--- src/rtl/ps2_scancode_decoder.sv ---
// PS/2 set-2 scan-code decoder: pops bytes from the receiver FIFO, tracks E0/F0
// prefixes and shift, and reports the held key, its ASCII value and press events.
module ps2_scancode_decoder (
  input  logic       clk,
  input  logic       rst,
  input  logic [7:0] data,
  input  logic       ready,
  output logic       nextdata_n,
  output logic [7:0] key_code,
  output logic       key_ext,
  output logic [7:0] key_ascii,
  output logic       key_held,
  output logic       shift,
  output logic       key_press,
  output logic       key_release,
  output logic [7:0] press_count
);

  typedef enum logic [1:0] {FETCH, POP, SETTLE} fetch_t;
  typedef enum logic [1:0] {P_IDLE, P_EXT, P_BRK, P_EXTBRK} parse_t;

  fetch_t     state_q, state_d;
  parse_t     parse_q, parse_d;
  logic       pop_req;
  logic       vld_p0;
  logic [7:0] byte_p0;

  logic ext_c, brk_c, do_make, do_break, is_shift, match;
  logic new_press, do_release, shift_set, shift_clr;

  // Lowercase ASCII for set-2 letter codes, 0x00 for anything else.
  function automatic logic [7:0] letter_map(input logic [7:0] c);
    logic [7:0] r;
    case (c)
      8'h1C: r = 8'h61;  8'h32: r = 8'h62;  8'h21: r = 8'h63;  8'h23: r = 8'h64;
      8'h24: r = 8'h65;  8'h2B: r = 8'h66;  8'h34: r = 8'h67;  8'h33: r = 8'h68;
      8'h43: r = 8'h69;  8'h3B: r = 8'h6A;  8'h42: r = 8'h6B;  8'h4B: r = 8'h6C;
      8'h3A: r = 8'h6D;  8'h31: r = 8'h6E;  8'h44: r = 8'h6F;  8'h4D: r = 8'h70;
      8'h15: r = 8'h71;  8'h2D: r = 8'h72;  8'h1B: r = 8'h73;  8'h2C: r = 8'h74;
      8'h3C: r = 8'h75;  8'h2A: r = 8'h76;  8'h1D: r = 8'h77;  8'h22: r = 8'h78;
      8'h35: r = 8'h79;  8'h1A: r = 8'h7A;
      default: r = 8'h00;
    endcase
    return r;
  endfunction

  function automatic logic [7:0] ascii_map(input logic [7:0] c, input logic ext,
                                           input logic sh);
    logic [7:0] r;
    logic [7:0] l;
    l = letter_map(c);
    case (c)
      8'h45: r = 8'h30;  8'h16: r = 8'h31;  8'h1E: r = 8'h32;  8'h26: r = 8'h33;
      8'h25: r = 8'h34;  8'h2E: r = 8'h35;  8'h36: r = 8'h36;  8'h3D: r = 8'h37;
      8'h3E: r = 8'h38;  8'h46: r = 8'h39;
      8'h29: r = 8'h20;  8'h5A: r = 8'h0D;  8'h66: r = 8'h08;
      default: r = (l != 8'h00 && sh) ? (l - 8'h20) : l;
    endcase
    if (ext) r = 8'h00;
    return r;
  endfunction

  always_ff @(posedge clk) begin
    if (rst) state_q <= FETCH;
    else     state_q <= state_d;
  end

  always_comb begin
    state_d = state_q;
    case (state_q)
      FETCH:   if (ready) state_d = POP;
      POP:     state_d = SETTLE;
      SETTLE:  state_d = FETCH;
      default: state_d = FETCH;
    endcase
  end

  always_comb begin
    pop_req = (state_q == FETCH) && ready;
    vld_p0  = (state_q == POP);
  end

  // Stage p0: byte captured from the FIFO head at the pop.
  always_ff @(posedge clk) begin
    if (pop_req) byte_p0 <= data;
  end

  always_comb begin
    ext_c    = (parse_q == P_EXT) || (parse_q == P_EXTBRK);
    brk_c    = (parse_q == P_BRK) || (parse_q == P_EXTBRK);
    parse_d  = P_IDLE;
    do_make  = 1'b0;
    do_break = 1'b0;
    if (byte_p0 == 8'h00 || byte_p0 == 8'hFF)
      parse_d = P_IDLE;
    else if (byte_p0 == 8'hE0 && parse_q == P_IDLE)
      parse_d = P_EXT;
    else if (byte_p0 == 8'hF0 && parse_q == P_IDLE)
      parse_d = P_BRK;
    else if (byte_p0 == 8'hF0 && parse_q == P_EXT)
      parse_d = P_EXTBRK;
    else if (parse_q == P_IDLE &&
             (byte_p0 == 8'hAA || byte_p0 == 8'hFA || byte_p0 == 8'hEE))
      parse_d = P_IDLE;
    else begin
      do_make  = !brk_c;
      do_break = brk_c;
    end
    is_shift   = !ext_c && (byte_p0 == 8'h12 || byte_p0 == 8'h59);
    match      = key_held && (key_ext == ext_c) && (key_code == byte_p0);
    new_press  = do_make && !is_shift && !match;
    do_release = do_break && !is_shift && match;
    shift_set  = do_make && is_shift;
    shift_clr  = do_break && is_shift;
  end

  // Stage p1: key state and one-cycle event pulses.
  always_ff @(posedge clk) begin
    if (rst) begin
      nextdata_n  <= 1'b1;
      parse_q     <= P_IDLE;
      key_code    <= 8'h00;
      key_ext     <= 1'b0;
      key_ascii   <= 8'h00;
      key_held    <= 1'b0;
      shift       <= 1'b0;
      key_press   <= 1'b0;
      key_release <= 1'b0;
      press_count <= 8'h00;
    end else begin
      nextdata_n  <= !pop_req;
      key_press   <= 1'b0;
      key_release <= 1'b0;
      if (vld_p0) begin
        parse_q <= parse_d;
        if (shift_set) shift <= 1'b1;
        if (shift_clr) shift <= 1'b0;
        if (new_press) begin
          key_code    <= byte_p0;
          key_ext     <= ext_c;
          key_held    <= 1'b1;
          key_ascii   <= ascii_map(byte_p0, ext_c, shift);
          key_press   <= 1'b1;
          press_count <= press_count + 8'h01;
        end
        if (do_release) begin
          key_held    <= 1'b0;
          key_release <= 1'b1;
        end
      end
    end
  end

endmodule

--- config.mk ---
export PLATFORM = sky130hd
export DESIGN_NAME = ps2_scancode_decoder
export DESIGN_NICKNAME = d
export VERILOG_FILES = /design/src/rtl/ps2_scancode_decoder.sv
export SDC_FILE = /design/constraint.sdc
export NUM_CORES = 1
export LEC_CHECK = 0
export CAP_MARGIN = 15
export CORE_ASPECT_RATIO = 0.8
export CORE_MARGIN = 4
export CORE_UTILIZATION = 57
export CTS_BUF_LIST = sky130_fd_sc_hd__clkbuf_4
export CTS_CLUSTER_SIZE = 24
export DETAILED_ROUTE_END_ITERATION = 8
export GPL_ROUTABILITY_DRIVEN = 0
export PLACE_DENSITY = 0.82
export RECOVER_POWER = 50
export SETUP_SLACK_MARGIN = 0.5
export SYNTH_ARGS = -nofsm -noshare
export SYNTH_HDL_FRONTEND = slang
export SYNTH_SLANG_ARGS = --single-unit
--- constraint.sdc ---
create_clock -name clk -period 3.1 [get_ports clk]
set_input_delay 0.62 -clock clk [delete_from_list [all_inputs] [get_ports clk]]
set_output_delay 0.62 -clock clk [all_outputs]
set_load 0.1 [all_outputs]
# ---- Word level (Yosys, flattened, before mapping)
# Memories as Yosys holds them, arrays and structs flattened. A register that Yosys moved wholly into a read port is not among the register bits.
# Index checks and enable logic that the tools add are counted.
dict set report word_totals {
  register_bits 42
  romBits 896
  in_bits 11
  output_inout_bits 30
  elab_cells 110
  mem_count 1
}
# memory words word_bits rd rd_ports_with_merged_regs write_ports line_no
set memory_table {}
lappend memory_table {{(name not given)} 128 7 1 1 0 34} ;# case (c)
dict set report op_classes {
  addsub 2
  eq_ne 28
  mux 30
  n_bitwise 1
  n_reduce_logical 36
}
# op n
set op_table {}
lappend op_table {{$pmux 8 s13} 1}
lappend op_table {{$eq 8x6->1 const B} 7}
lappend op_table {{$eq 8x8->1 const B} 6}
lappend op_table {{$mux 8} 6}
lappend op_table {{$eq 8x7->1 const B} 5}
lappend op_table {{$eq 8x5->1 const B} 3}
lappend op_table {{$mux 1} 16}
lappend op_table {{$logic_and 1x1->1} 15}
lappend op_table {{$mux 2} 5}
lappend op_table {{$add 8x1->8 const B} 1}
lappend op_table {{$eq 8x8->1} 1}
lappend op_table {{$logic_not 8->1} 1}
lappend op_table {{$reduce_bool 8->1} 1}
lappend op_table {{$sub 8x6->8 const B} 1}
lappend op_table {{$mux 7} 1}
lappend op_table {{$logic_or 1x1->1} 6}
lappend op_table {{$reduce_and 2->1} 3}
lappend op_table {{$logic_not 1->1} 5}
lappend op_table {{$eq 2x1->1 const B} 2}
lappend op_table {{$eq 2x2->1 const B} 2}
lappend op_table {{$logic_not 2->1} 2}
lappend op_table {{$pmux 2 s2} 1}
lappend op_table {{$reduce_bool 2->1} 2}
lappend op_table {{$ne 2x2->1 const B} 1}
lappend op_table {{other kinds (3)} 3}

# ---- Depth between registers and ports, before layout
# Gate-level depths: netlist of the first run.
dict set report depth {
  depth_word 19
  mapped_depth 10
  depth_no_buf 8
}

# ---- Worst setup path before layout of the first run
# No wires, ideal clock.
dict set report synth_path {
  path_kind {input -> register}
  startpoint {input ready}
  endpoint {register (tool-made name)}
  setup_time_ns 0.058
  arrival_time_ns 2.675
  t_required_ns 3.042
  path_slack_ns 0.367
  stages 10
  path_buffers 2
  path_cell_list {nor3b_1 -> buf_2 -> buf_2 -> mux2_2 -> inv_1 -> ha_1 -> mux2_2 -> nand2_1 -> a221oi_1 -> mux2_2}
}
# item line_no
set synth_rtl {}
lappend synth_rtl {{start: declaration} 7} ;# input logic ready,

==> results.json, run 1 <==
{
  "status": "finished, final reports clean",
  "required_ns": 3.35,
  "n_antenna_cell": 0,
  "synthDominantCellAreaShare_pct": 25.7,
  "pre_cts_slack_ns": 0.00237,
  "num_io_pins": 41,
  "path_class": "primary input to register",
  "drive_gt1_share_pct": 14.4,
  "ys_async_sr_fraction_pct": 0,
  "synth_warnings": 0,
  "vias": 3024,
  "setup_violations": 0,
  "start_util_pct": 60.5,
  "seqPwrFrac_pct": 49.1,
  "cts_buffers": 5,
  "grt_pass1_vias": 2611,
  "drtIter0Drc": 266,
  "drc_errors": 0,
  "cts_root_buf": "clkbuf_4",
  "antenna_found_initial": 0,
  "drt-met1-wl_um": 3800,
  "routed.top_layer": "met4",
  "layout_setup_ws_ns": 0.399,
  "slew_headroom_pct": 21.2,
  "synth_area_mm2": 0.00312,
  "rsz0062_at_grt": "false",
  "synth-edff-count": 8,
  "end_kind": "register",
  "drv_cap": 0,
  "startpoint_type": "primary input",
  "grt_max_degree": 28,
  "p_comb_share_pct": 30.4,
  "ir_worst_vdd_mv": 0.212,
  "drtAntennaViolNets": 0,
  "clock_power_share_pct": 20.5,
  "wl_met2_um": 3380,
  "power.internal_w": 0.000898,
  "crit_arrival_ns": 2.95,
  "instances_no_fill": 485,
  "cts_sinks": 48,
  "cts_hold_buffers": 0,
  "hold_class": "register to register",
  "ys_ff_latch": 48,
  "wire_per_inst_um": 16.2,
  "portBuffers": 40,
  "die_w_um": 90.7,
  "ys_types": 63,
  "switching_share_pct": 37.0,
  "tns_ns": 0,
  "power_density_mw_per_mm2": 400,
  "dr.pass1.iters": 8,
  "num_rows": 23,
  "slew_violations": 0,
  "tritoncts": "built",
  "path_clk_slew_ns": 0.14,
  "synth_ff_type": "dfxtp_1",
  "final-hold-violation-count": 0,
  "core-area_mm2": 0.00515,
  "track_usage_pct": 23.1,
  "period_share_pct": 87.1,
  "netlist_instances": 378,
  "dp.cells": 465,
  "syn_avg_cell_area_um2": 8.25,
  "synth.net_count": 399,
  "cp_max_fo": 13,
  "yosysMostFrequentCell": "nand2_1",
  "power_w": 0.00142,
  "wl_met3_um": 513,
  "switchingPower_w": 0.000527,
  "die-area_mm2": 0.00672,
  "synth_common_cells": "51 x nand2_1, 40 x dfxtp_1, 29 x a21oi_1, 27 x nor2_1",
  "skew_ns": 0.0139,
  "h-tree-depth": 2,
  "worstSkewPairLatency_ns": 0.38,
  "synth_top_cell_by_area": "dfxtp_1",
  "die_h_um": 74.1,
  "fin_crit_ns": 2.70,
  "routed_via_density": 6.24,
  "overflow": 0,
  "synth_area_leaders": "dfxtp_1 26%, edfxtp_1 7.7%, nand2_1 6.1%",
  "grt_pass1_wl_um": 12600,
  "seq_area_frac_synth_pct": 33.4,
  "worst_pin_slew_ns": 1.19,
  "dp_hpwl_um": 5600,
  "max_freq_mhz": 370,
  "syn2layout_area_growth_pct": 14.4,
  "finalNetCount": 443,
  "drt_wl_total_um": 7840,
  "leakagePower_nw": 1.27,
  "max-clock-path-buffers": 2
}
==> worst max-delay path, cell delays in order <==
cell	delay, ns
clkdlybuf4s50_1	0.46
nor3b_4	0.16
clkbuf_1	0.31
buf_6	0.22
mux2_2	0.45
a21oi_2	0.19
a31oi_1	0.06
o311ai_0	0.36
nand3_1	0.11
==> final cells by class <==
cell class	count	area, um2
Multi-Input combinational cell	289	1920
Clock inverter	3	18.8
Timing Repair Buffer	65	423
Inverter	13	48.8
Fill cell	463	1590
Clock buffer	5	37.5
Tap cell	62	77.6
Sequential cell	48	1040
==> path summary, 6_finish.rpt <==
path / start / end / slack, ns / cells past startpoint
hold reg to reg: key_ascii[5]$_SDFFE_PP0P_ / key_ascii[5]$_SDFFE_PP0P_ / 0.49 / 2
hold / removal: key_ascii[5]$_SDFFE_PP0P_ / key_ascii[5]$_SDFFE_PP0P_ / 0.49 / 2
setup / recovery: ready / register / 0.40 / 9
setup reg to reg: byte_p0[5]$_DFFE_PN_ / press_count[5]$_SDFFE_PP0P_ / 0.61 / 7
==> power by group through the flow <==
stage / Combinational [W] / Clock (W) / Sequential, W
after floorplan: 0.000243 / 0 / 0.000787
after global placement: 0.000404 / 0 / 0.000715
after detailed placement: 0.000410 / 0 / 0.000716
after CTS: 0.000416 / 0.000298 / 0.000703
after global routing: 0.000465 / 0.000327 / 0.000704
final: 0.000433 / 0.000292 / 0.000700
==> metal layers <==
metal / global-route usage, % / up-vias
met5: 0 / -
met4: 6.96 / 0
met3: 5.76 / 16
met2: 34.2 / 119
met1: 33.5 / 1422
li1: - / 1467
==> stage by stage <==
stage                     utilization [%]  hold WS [ns]  cell area [um2]
final                                69.2         0.493             3560
after global routing                 69.2         0.511             3560
after CTS                            68.9         0.495             3550
after detailed placement             67.4         0.468             3470
after global placement               67.4         0.466             3470
after floorplan                         -         0.458             3130
==> kinds of logic (layout without fill, tap and decap cells) <==
family | Yosys count | after routing | share of synthesized area, %
AOI/OAI and AO/OA | 94 | 94 | 20.8
muxes | 11 | 11 | 3.85
adders and majority gates | 10 | 10 | 4.01
buffers and inverters | 41 | 86 | 6.50
DFF | 48 | 48 | 33.4
xor gates and xnor gates | 15 | 15 | 4.22
and+or+nand+nor | 159 | 159 | 27.2
==> placed cells by master, fill, tap and decap left out, types with 7 or more instances in the layout <==
cell type and n:
nand3_1 14, dfxtp_1 40, xnor2_1 14, inv_1 11, nor3_1 7, edfxtp_1 8, nor2_1 25, ha_1 7
dlygate4sd3_1 9, nand2_1 51, buf_4 29, a31oi_1 7, clkbuf_1 25, nand3b_1 7, a21oi_1 28, o21ai_0 12
nor3b_1 7
==> what timing repair did <==
action / in CTS / in global routing
setup buffers: 0 / 12
gates resized for setup: 4 / 7
setup endpoints to repair: 4 / 14
endpoints found under the hold margin: 0 / 0
No activity file was read; power rests on OpenSTA's default activity.
==> inputs of run 2 (changes only) <==
- CORE_UTILIZATION: 57 -> 59
- GPL_TIMING_DRIVEN: not set -> 1
- PLACE_DENSITY: 0.82 -> 0.85
- clock period: 3.1 -> 3.3 ns (I/O delays scaled with it)
==> results.json, run 2 (synthesis results as in run 1) <==
{
  "portBuffers": 40,
  "die_h_um": 73.0,
  "grt_pass1_wl_um": 12100,
  "clock_power_share_pct": 29.0,
  "wire_per_inst_um": 15.8,
  "fin_hold_ws_ns": 0.483,
  "power.internal_w": 0.000994,
  "final-hold-violation-count": 0,
  "tns_ns": 0,
  "cp_slowest_cell": "dlygate4sd3_1",
  "syn2layout_area_growth_pct": 12.0,
  "switchingPower_w": 0.000475,
  "path_clk_slew_ns": 0.12,
  "ir_worst_vdd_mv": 0.310,
  "die-area_mm2": 0.00652,
  "rr_worst_depth": 6,
  "num_io_pins": 41,
  "path_class": "primary input to register",
  "drtIter0Drc": 239,
  "core-area_mm2": 0.00506,
  "leakagePower_nw": 1.23,
  "power_w": 0.00147,
  "p_comb_share_pct": 25.8,
  "final_cell_mix": "51 x nand2_1, 40 x dfxtp_1, 29 x a21oi_1, 26 x nor2_1, 26 x clkbuf_1",
  "fin_crit_ns": 2.82,
  "vias": 2935,
  "finalNetCount": 428,
  "rsz0062_at_grt": "false",
  "start_util_pct": 61.5,
  "required_ns": 3.53,
  "dr.pass1.iters": 5,
  "slowest_delay_ns": 0.53,
  "h-tree-depth": 2,
  "status": "finished, final reports clean",
  "track_usage_pct": 23.3,
  "overflow": 0,
  "fillers": 420,
  "slew_violations": 0,
  "n_antenna_cell": 0,
  "seqPwrFrac_pct": 45.2,
  "crit_chain": "dlygate4sd3_1 > nor3b_4 > clkbuf_1 > buf_12 > mux2_2 > a21oi_1 > a31oi_1 > o311ai_0 > nand3_1",
  "period_share_pct": 85.3,
  "max_freq_mhz": 355,
  "tritoncts": "built",
  "drc_errors": 0,
  "cts_sinks": 48,
  "hold_class": "register to register",
  "worst_pin_slew_ns": 1.25,
  "cts_buffers": 5,
  "final_common_cell": "nand2_1",
  "hold_depth": 2,
  "power_density_mw_per_mm2": 421,
  "worstSkewPairLatency_ns": 0.36,
  "startpoint_type": "primary input",
  "grt_max_degree": 30,
  "num_rows": 23,
  "slew_headroom_pct": 16.5,
  "crit_arrival_ns": 3.05,
  "antenna_found_initial": 0,
  "grt_pass1_vias": 2487,
  "skew_ns": 0.0178,
  "drive_gt1_share_pct": 10.0,
  "routed_via_density": 6.24,
  "drtAntennaViolNets": 0,
  "setup_violations": 0,
  "dp_hpwl_um": 5440,
  "max-clock-path-buffers": 2,
  "die_w_um": 89.3,
  "drv_cap": 0,
  "cts_hold_buffers": 0,
  "end_kind": "register",
  "drt_wl_total_um": 7440,
  "cp_max_fo": 21,
  "switching_share_pct": 32.3,
  "cts_root_buf": "clkbuf_4"
}
==> run 2: cell types whose count changed in the layout (fill, tap and decap cells not counted), moves of 2 or more <==
cell        before  now
mux2_2           6    8
buf_4           29   12
bufinv_16        0    2
ha_1             7    9
clkinvlp_4       2    0
buf_12           0    2
mux2_4           2    0
==> run 2: area by class of cell <==
class | count | area, um2 | share of cell area [%]
Clock buffer | 6 | 45.0 | 1.29
Clock inverter | 2 | 60.1 | 1.72
Inverter | 13 | 48.8 | 1.40
Multi-Input combinational cell | 289 | 1890 | 54.1
Sequential cell | 48 | 1040 | 29.8
Tap cell | 62 | 77.6 | 2.22
Timing Repair Buffer | 50 | 328 | 9.39
==> run 2: per-layer routing <==
metal,share of wire [%],GRT usage (%),wire (um)
met1,47,36.0,3500
met2,45,34.0,3350
met3,7.3,4.51,542
met4,0.62,3.47,46
met5,0,0,0
==> run 2: power by group through the flow <==
| stage | Clock [W] | Sequential, W | Combinational, W |
|---|---|---|---|
| 2_1_floorplan | 0 | 0.000739 | 0.000227 |
| 3_3_place_gp | 0 | 0.000676 | 0.000375 |
| 3_5_place_dp | 0 | 0.000676 | 0.000380 |
| 4_1_cts | 0.000432 | 0.000664 | 0.000383 |
| 5_1_grt | 0.000455 | 0.000669 | 0.000408 |
| 6_report | 0.000426 | 0.000664 | 0.000378 |
==> run 2: repair_timing <==
item / in CTS / in global routing
resized for setup: 1 / 2
setup endpoints to repair: 1 / 9
buffers inserted: 0 / 1
==> run 2: worst paths after layout <==
path	from	to	slack, ns
min reg2reg	key_ascii[6]$_SDFFE_PP0P_	key_ascii[6]$_SDFFE_PP0P_	0.48
max reg2reg	byte_p0[6]$_DFFE_PN_	press_count[5]$_SDFFE_PP0P_	0.71
min	key_ascii[6]$_SDFFE_PP0P_	key_ascii[6]$_SDFFE_PP0P_	0.48
max	ready	register	0.48
==> run 2: stage by stage <==
stage                     cell area, um2  util [%]  cells  setup slack, ns
final                               3490      68.9    470            0.483
after global routing                3490      68.9    470            0.411
after CTS                           3570      70.6    469            0.532
after detailed placement            3460      68.4    461           0.0828
after global placement              3460      68.4    461            0.189
after floorplan                     3120         -    378            0.527
==> run 2: worst max-delay path, delay by kind of cell <==
family	cells	cell delay, ns
muxes	1	0.43
and+or+nand+nor	2	0.41
AOI/OAI and AO/OA	3	0.67
buffers and inverters	3	0.88
==> inputs of run 3 (changes only) <==
- PLACE_DENSITY: 0.85 -> 0.9
==> results.json, run 3 (synthesis results as in run 1) <==
{
  "status": "finished, final reports clean",
  "worst_pin_slew_ns": 1.17,
  "switching_share_pct": 32.6,
  "end_kind": "register",
  "skew_ns": 0.0199,
  "routed_via_density": 6.30,
  "cp_max_fo": 21,
  "overflow": 0,
  "die_w_um": 89.3,
  "grt_pass1_vias": 2602,
  "drv_cap": 0,
  "period_share_pct": 85.6,
  "cts_buffers": 5,
  "r2r_start": "byte_p0[4]$_DFFE_PN_",
  "antenna_found_initial": 0,
  "path_clk_slew_ns": 0.12,
  "power_density_mw_per_mm2": 424,
  "drive_gt1_share_pct": 9.58,
  "track_usage_pct": 23.8,
  "n_antenna_cell": 0,
  "drtAntennaViolNets": 0,
  "rr_endpoint": "press_count[6]$_SDFFE_PP0P_",
  "hold_class": "register to register",
  "fin_crit_ns": 2.82,
  "power.internal_w": 0.000991,
  "final_common_cell": "nand2_1",
  "rsz0062_at_grt": "false",
  "worstSkewPairLatency_ns": 0.38,
  "portBuffers": 40,
  "die-area_mm2": 0.00652,
  "core-area_mm2": 0.00506,
  "num_rows": 23,
  "rr_worst_depth": 6,
  "cp_slowest_cell": "dlygate4sd3_1",
  "grt_max_degree": 29,
  "path_class": "primary input to register",
  "slowest_delay_ns": 0.53,
  "tritoncts": "built",
  "leakagePower_nw": 1.22,
  "clock_power_share_pct": 29.2,
  "seq_area_mm2": 0.00104,
  "wire_per_inst_um": 16.0,
  "final-hold-violation-count": 0,
  "cts_root_buf": "clkbuf_4",
  "path_buf_inv": 3,
  "drtIter0Drc": 267,
  "grt_pass1_wl_um": 12300,
  "cts_hold_buffers": 0,
  "multiInputGateArea_mm2": 0.00189,
  "syn2layout_area_growth_pct": 11.2,
  "final_cell_mix": "51 x nand2_1, 40 x dfxtp_1, 29 x a21oi_1, 27 x nor2_1, 26 x clkbuf_1",
  "crit_arrival_ns": 3.06,
  "fin_hold_ws_ns": 0.490,
  "max-clock-path-buffers": 2,
  "vias": 2955,
  "h-tree-depth": 2,
  "cp_top_family": "buffers and inverters",
  "startpoint_type": "primary input",
  "rrSetupSlack_ns": 0.67,
  "seqPwrFrac_pct": 45.6,
  "switchingPower_w": 0.000479,
  "slew_headroom_pct": 21.8,
  "finalNetCount": 427,
  "hold_path_end": "key_ascii[5]$_SDFFE_PP0P_",
  "min_from": "key_ascii[5]$_SDFFE_PP0P_",
  "start_util_pct": 61.5,
  "tns_ns": 0,
  "p_comb_share_pct": 25.2,
  "fillers": 399,
  "num_io_pins": 41,
  "required_ns": 3.54,
  "ir_worst_vdd_mv": 0.281,
  "dp_hpwl_um": 5360,
  "crit_chain": "dlygate4sd3_1 > nor3b_4 > clkbuf_1 > buf_12 > mux2_2 > a21oi_1 > a31oi_1 > o311ai_0 > nand3_1",
  "dr.pass1.iters": 5,
  "drc_errors": 0,
  "die_h_um": 73.0,
  "drt_wl_total_um": 7490,
  "setup_violations": 0,
  "max_freq_mhz": 354,
  "slew_violations": 0,
  "cts_sinks": 48,
  "hold_depth": 2
}
-- run 3: worst max path at each step --
stage	depth (start not counted)	start	end	slack, ns
5_1_grt	9	ready	register	0.40
6_report	9	ready	register	0.48
3_5_place_dp	9	ready	register	0.06
3_3_place_gp	9	ready	register	0.19
2_1_floorplan	10	ready	register	0.53
4_1_cts	9	ready	register	0.53
-- run 3: tightest hold or removal path: stages, from the launching register on --
cell	delay [ns]
dfxtp_1	0.33
inv_1	0.05
o32ai_1	0.08
-- run 3: metal layers --
| metal | wire length, um | GRT usage, % |
|---|---|---|
| met1 | 3370 | 34.0 |
| met2 | 3390 | 35.5 |
| met3 | 619 | 5.19 |
| met4 | 119 | 7.93 |
| met5 | 0 | 0 |
-- run 3: metrics by stage --
step / utilization [%] / setup slack [ns] / instance area [um2] / instances / total power (W)
3_3_place_gp: 68.0 / 0.189 / 3440 / 460 / 0.00105
3_5_place_dp: 68.0 / 0.0646 / 3440 / 460 / 0.00105
5_1_grt: 68.5 / 0.404 / 3470 / 469 / 0.00154
6_report: 68.5 / 0.476 / 3470 / 469 / 0.00147
4_1_cts: 70.2 / 0.526 / 3550 / 468 / 0.00148
2_1_floorplan: - / 0.527 / 3120 / 378 / 0.000966
-- run 3: final cells by class --
cell class	count	share of cell area (%)
Multi-Input combinational cell	289	54.4
Sequential cell	48	30.0
Timing Repair Buffer	49	8.88
Tap cell	62	2.24
Clock inverter	2	1.73
Inverter	13	1.41
Clock buffer	6	1.30
-- run 3: repair_timing --
action,CTS,global route
resized for setup,1,1
endpoints found under the setup margin,1,3
setup buffers,0,1
-- run 3: power groups by stage --
stage | registers, W | clock network [W] | logic (W)
2_1_floorplan | 0.000739 | 0 | 0.000227
3_3_place_gp | 0.000681 | 0 | 0.000364
3_5_place_dp | 0.000682 | 0 | 0.000372
4_1_cts | 0.000670 | 0.000440 | 0.000375
5_1_grt | 0.000675 | 0.000463 | 0.000399
6_report | 0.000670 | 0.000430 | 0.000370
